**src/rtl/timer_bank.sv**
```systemverilog
// timer_bank: bank of CH independent interval timers.
//
// Each channel counts a divider from 0 up to its live `period` value. When
// the divider reaches or passes the period, that clock edge is terminal. A
// terminal edge clears the divider, raises `done` for one cycle, bumps the
// wrapping event counter and sets the sticky interrupt flag. A periodic
// channel keeps running after a terminal edge. A one-shot channel parks in
// EXPIRED until its enable drops.
//
// Ports
//   clk        in   single clock, rising edge
//   rst        in   asynchronous active-low reset
//   en         in   [CH]        per-channel enable (low -> IDLE, clears div/count/done)
//   mode       in   [CH]        0 = periodic, 1 = one-shot (sampled at terminal edge)
//   period     in   [CH*DIV_W]  per-channel terminal value, sampled every cycle
//   irq_clr    in   [CH]        per-channel interrupt clear pulse
//   done       out  [CH]        registered one-cycle terminal pulse
//   count      out  [CH*CNT_W]  per-channel wrapping event counter
//   busy       out  [CH]        channel is in RUN
//   irq        out  [CH]        sticky interrupt flags
//   irq_any    out              registered OR of the interrupt flags
//   state_dbg  out  [2*CH]      per-channel FSM state (2 bits per channel)
//
// Handshake: there is no valid/ready traffic here. Every input is a level
// sampled on each rising edge. `irq_clr` acts on any edge where it is high.
// A set from a terminal edge on the same edge overrides the clear.
module timer_bank #(
  parameter int CH    = 4,
  parameter int DIV_W = 32,
  parameter int CNT_W = 10
) (
  input  logic                  clk,
  input  logic                  rst,
  input  logic [CH-1:0]         en,
  input  logic [CH-1:0]         mode,
  input  logic [CH*DIV_W-1:0]   period,
  input  logic [CH-1:0]         irq_clr,
  output logic [CH-1:0]         done,
  output logic [CH*CNT_W-1:0]   count,
  output logic [CH-1:0]         busy,
  output logic [CH-1:0]         irq,
  output logic                  irq_any,
  output logic [2*CH-1:0]       state_dbg
);

  typedef enum logic [1:0] {
    ST_IDLE    = 2'd0,
    ST_RUN     = 2'd1,
    ST_EXPIRED = 2'd2
  } state_e;

  state_e           state_q [CH];
  state_e           state_d [CH];
  logic [DIV_W-1:0] div_q   [CH];
  logic [DIV_W-1:0] div_d   [CH];
  logic [CNT_W-1:0] cnt_q   [CH];
  logic [CNT_W-1:0] cnt_d   [CH];
  logic [CH-1:0]    done_q, done_d;
  logic [CH-1:0]    irq_q, irq_d;
  logic             irq_any_q;

  // Next-state logic for every channel.
  always_comb begin
    for (int i = 0; i < CH; i++) begin
      state_d[i] = state_q[i];
      div_d[i]   = div_q[i];
      cnt_d[i]   = cnt_q[i];
      done_d[i]  = 1'b0;

      if (!en[i]) begin
        // Disable wins over everything, including a terminal edge.
        state_d[i] = ST_IDLE;
        div_d[i]   = '0;
        cnt_d[i]   = '0;
      end else begin
        case (state_q[i])
          // IDLE applies the divider step on the enabling edge itself.
          // Its divider is 0, so only period 0 terminates there.
          ST_IDLE, ST_RUN: begin
            // Using >= lets a lowered period terminate on the next edge
            // instead of waiting for the divider to wrap.
            if (div_q[i] >= period[i*DIV_W +: DIV_W]) begin
              div_d[i]   = '0;
              done_d[i]  = 1'b1;
              cnt_d[i]   = cnt_q[i] + 1'b1;
              state_d[i] = mode[i] ? ST_EXPIRED : ST_RUN;
            end else begin
              div_d[i]   = div_q[i] + 1'b1;
              state_d[i] = ST_RUN;
            end
          end
          ST_EXPIRED: begin
            div_d[i] = '0;
          end
          default: begin
            state_d[i] = ST_IDLE;
            div_d[i]   = '0;
            cnt_d[i]   = '0;
          end
        endcase
      end

      // A set on the same edge as a clear takes priority.
      irq_d[i] = done_d[i] | (irq_q[i] & ~irq_clr[i]);
    end
  end

  always_ff @(posedge clk or negedge rst) begin
    if (!rst) begin
      for (int i = 0; i < CH; i++) begin
        state_q[i] <= ST_IDLE;
        div_q[i]   <= '0;
        cnt_q[i]   <= '0;
      end
      done_q    <= '0;
      irq_q     <= '0;
      irq_any_q <= 1'b0;
    end else begin
      for (int i = 0; i < CH; i++) begin
        state_q[i] <= state_d[i];
        div_q[i]   <= div_d[i];
        cnt_q[i]   <= cnt_d[i];
      end
      done_q    <= done_d;
      irq_q     <= irq_d;
      // Built from the next-state flags so it has no extra cycle of lag.
      irq_any_q <= |irq_d;
    end
  end

  always_comb begin
    count     = '0;
    busy      = '0;
    state_dbg = '0;
    for (int i = 0; i < CH; i++) begin
      count[i*CNT_W +: CNT_W] = cnt_q[i];
      busy[i]                 = (state_q[i] == ST_RUN);
      state_dbg[2*i +: 2]     = state_q[i];
    end
  end

  assign done    = done_q;
  assign irq     = irq_q;
  assign irq_any = irq_any_q;

endmodule

```
**config.mk**
```make
export PLATFORM = sky130hd
export DESIGN_NAME = timer_bank
export DESIGN_NICKNAME = d
export VERILOG_FILES = /design/src/rtl/timer_bank.sv
export SDC_FILE = /design/constraint.sdc
export NUM_CORES = 1
export LEC_CHECK = 0
export CAP_MARGIN = 20
export CORE_MARGIN = 2
export CORE_UTILIZATION = 50
export CTS_BUF_LIST = sky130_fd_sc_hd__clkbuf_16
export DETAILED_ROUTE_END_ITERATION = 8
export PLACE_DENSITY = 0.87
export REMOVE_ABC_BUFFERS = 1
export SYNTH_ARGS = -nofsm -noshare
export SYNTH_HDL_FRONTEND = slang
export SYNTH_SLANG_ARGS = --single-unit
```
**constraint.sdc**
```tcl
create_clock -name clk -period 4.1 [get_ports clk]
set_clock_uncertainty 0.05 [all_clocks]
set_input_delay 0.615 -clock clk [delete_from_list [all_inputs] [get_ports clk]]
set_output_delay 0.615 -clock clk [all_outputs]
set_load 0.01 [all_outputs]
```
==> key figures <==
Global route
  – Gr ovfl total: 0
  – First-pass GRT wire length: 48980 um
  – Initial antenna violation count: 0
  – Largest net degree at the start of global routing: 104
  – Vias in the first global route: 10470
  – Tot GR Track Use: 0.2299

Finish
  – Nets: 1843
  – Non-filler cells, final: 1897
  – Final core occ: 0.6387
  – Fraction of layout cells with a size suffix above 1: 0.05133
  – Area growth syn-to-layout: 24.92%
  – Inserted Diodes: 0
  – Fillers: 1914

Critical path
  – Worst Path Required: 4360 ps
  – CP Launch Type: input port
  – Worst Path Buf+Inv: 3
  – Crit-path cells: clkdlybuf4s50_1, inv_1, ha_1, nand4_1, or2_1, or3_1, o21ai_2, buf_4, nor2_1
  – Crit path max fanout: 19
  – CP endpoint kind: flip-flop
  – Slowest CP cell: o21ai_2
  – Crit path largest cell delay: 590 ps
  – Reg-to-reg setup timing slack: 1360 ps
  – Worst path top cell family by delay: simple AND/OR/NAND/NOR gates
  – CP Class: in -> reg
  – CP arrival: 3240 ps

Logic synthesis
  – Area leader, netlist: dfrtp_1
  – Synth Area per Inst: 8.863 sq um
  – Cell Area, Synth: 12040 sq um
  – Most used DFF post-synth: dfrtp_1
  – Cells after synthesis: 1358
  – Most common cell in the netlist: dfrtp_1
  – Dominant cells by area after synthesis: dfrtp_1 (38%), ha_1 (14%), nor2_1 (5.5%)
  – Unique masters post-synth: 74
  – Post-synth ARST share: 1.000
  – Top cells by count, synth: dfrtp_1 (185), nor2_1 (175), inv_1 (151)
  – Part of the Yosys area used for sequential elements: 0.3846
  – Seq cells post-synth: 185
  – Post-synth EDFFs: 0
  – Synth top area share: 0.3846
  – Yosys Warn Count: 0

Timing
  – Max Freq: 0.3359 GHz
  – Final period util: 0.7262
  – Final Max Slew Viols: 0
  – Unrepaired setup endpoints after global routing: no
  – Final setup violation count: 0
  – Worst-margin pin slew: 846.4 ps
  – Crit path time final: 2977 ps
  – Fin. Hold Viols: 0
  – Setup TNS Final: 0 ps
  – Worst relative slew slack: 0.4357

Placement
  – Placed cells: 1865
  – Final HPWL DP: 22130 um
  – Port Buf Inserts: 202
  – Placer Congestion: 0.8382

Clocking
  – Post-CTS Setup Inserts: 0
  – Clock Tree Buf Depth: 2
  – Clock Sinks: 185
  – Clock Pin Slew Worst Setup and Hold Paths: 80 ps
  – Worst skew pair latency: 430 ps
  – Number of buffers created by CTS: 17
  – Clk root buf: clkbuf_16
  – CTS H-tree lvls: 4
  – Hold Buf Count CTS: 0
  – Post_cts resized: 0
  – CTS tree: done

Route
  – Via count: 10380
  – Post-DR wirelength/cell: 15.16 um
  – Drt initial violations: 554
  – Pre-Repair DR Iteration Count: 6
  – ANT nets after route: 0
  – DRT Wirelength: 28770 um
  – # DRC: 0
  – Vias/cell: 5.472

Pwr
  – Total power: 3.872 mW
  – Sw Share: 0.2613
  – Switching power: 1.012 mW
  – Leakage power: 7.300 nW
  – Internal cell power: 2.860 mW
  – Power density over cell area: 257.5 nW/um^2
  – Clk pwr share: 0.418
  – VDD IR max: 0.2576 mV
  – Reg power frac: 0.480
  – Logic pwr share: 0.102

Floorplan
  – Core area: 23540 sq um
  – Die width: 159.2 um
  – Number of cell rows: 56
  – Initial Util: 0.5113
  – Die area: 25330 sq um
  – I/O pin count: 203
  – Die height: 159.2 um

Run
  – Number of max-cap violations: 0

Worst hold path
  – Hold WC Path Type: in -> async

Status
  – Status: completed
worst reg2reg max path: stages, from the launching register on:
cell       delay, ps
dfrtp_1          440
inv_1             70
ha_1             270
nand2b_1         100
a2111oi_0         90
o311a_1          350
o31a_1           290
o21ai_2          610
buf_4            300
nor2_1            70
registers in the layout (all words and copies together) (netlist names):
signal     cells
count         40
div_q        128
done           4
irq            4
irq_any        1
state_dbg      8
worst paths after layout:
check                                          from              endpoint  cells after the start
worst max-delay path                     period[94]   div_q[57]$_DFF_PN0_                      9
worst min-delay path                            rst   div_q[42]$_DFF_PN0_                      1
worst max register to register  div_q[32]$_DFF_PN0_   div_q[57]$_DFF_PN0_                      9
worst min register to register   div_q[0]$_DFF_PN0_    div_q[0]$_DFF_PN0_                      1
max in group asynchronous                       rst  count[8]$_DFFE_PN0P_                      2
min in group clk                 div_q[0]$_DFF_PN0_    div_q[0]$_DFF_PN0_                      1
per-stage QoR:
step | cell area, sq um | setup WS, ps | hold WS (ps)
6_report | 15040 | 1123 | 233.0
5_1_grt | 15040 | 957.3 | 289.7
4_1_cts | 15040 | 1146 | 259.4
3_5_place_dp | 14450 | 687.2 | 433.2
3_3_place_gp | 14450 | 758.5 | 423.8
2_1_floorplan | 11930 | 871.7 | 269.4
kinds of logic (layout without fill, tap and decap cells):
kind of cell | count (synthesis) | in the layout | share of synthesized area
XOR/XNOR | 112 | 112 | 0.08150
flip-flops | 185 | 185 | 0.3846
AO/OA/AOI/OAI | 203 | 203 | 0.1111
buffers and inverters | 176 | 396 | 0.05592
AND/OR/NAND/NOR | 541 | 541 | 0.2211
multiplexers | 5 | 5 | 0.004366
adder cells (fa/ha/maj) | 136 | 136 | 0.1414
cell usage in the layout (no fill, tap or decap), types with 8 or more instances in the layout:
cell type / n
clkdlybuf4s50_1: 201
dfrtp_1: 185
nor2_1: 175
inv_1: 151
ha_1: 136
nand2_1: 110
nand3_1: 81
xor2_1: 70
a21oi_1: 66
o21ai_0: 49
and3_1: 44
xnor2_1: 42
nand4_1: 31
nand2b_1: 18
or3_1: 17
clkbuf_16: 17
o31ai_1: 11
o21a_1: 10
buf_4: 10
nor3_1: 9
and4_1: 8
o211ai_1: 8
final cells by class:
| class | instances | area [sq um] | share of cell area |
|---|---|---|---|
| well taps | 319 | 399.1 | 0.02655 |
| flip-flops and latches | 185 | 4629 | 0.3079 |
| repair buffers | 213 | 2121 | 0.1410 |
| clock buffers | 17 | 425.4 | 0.02829 |
| inverters | 151 | 566.8 | 0.03770 |
| multi-input cells | 997 | 6738 | 0.4481 |
| clock inverters | 15 | 156.4 | 0.01040 |
per-layer routing:
| metal | up-vias | part of all wire | track usage |
|---|---|---|---|
| li1 | 5076 | - | - |
| met1 | 4976 | 0.43 | 0.2882 |
| met2 | 289 | 0.50 | 0.4045 |
| met3 | 40 | 0.053 | 0.04298 |
| met4 | 0 | 0.019 | 0.06777 |
| met5 | - | 0 | 0 |
power by group through the flow:
| stage | sequential (mW) | clock (mW) | combinational, mW |
|---|---|---|---|
| floorplan | 1.89 | 0 | 0.154 |
| global placement | 1.89 | 0 | 0.381 |
| detailed placement | 1.89 | 0 | 0.398 |
| CTS | 1.86 | 1.65 | 0.402 |
| global route | 1.86 | 1.74 | 0.445 |
| finish | 1.86 | 1.62 | 0.395 |
Power figures use the tool's default switching activity.
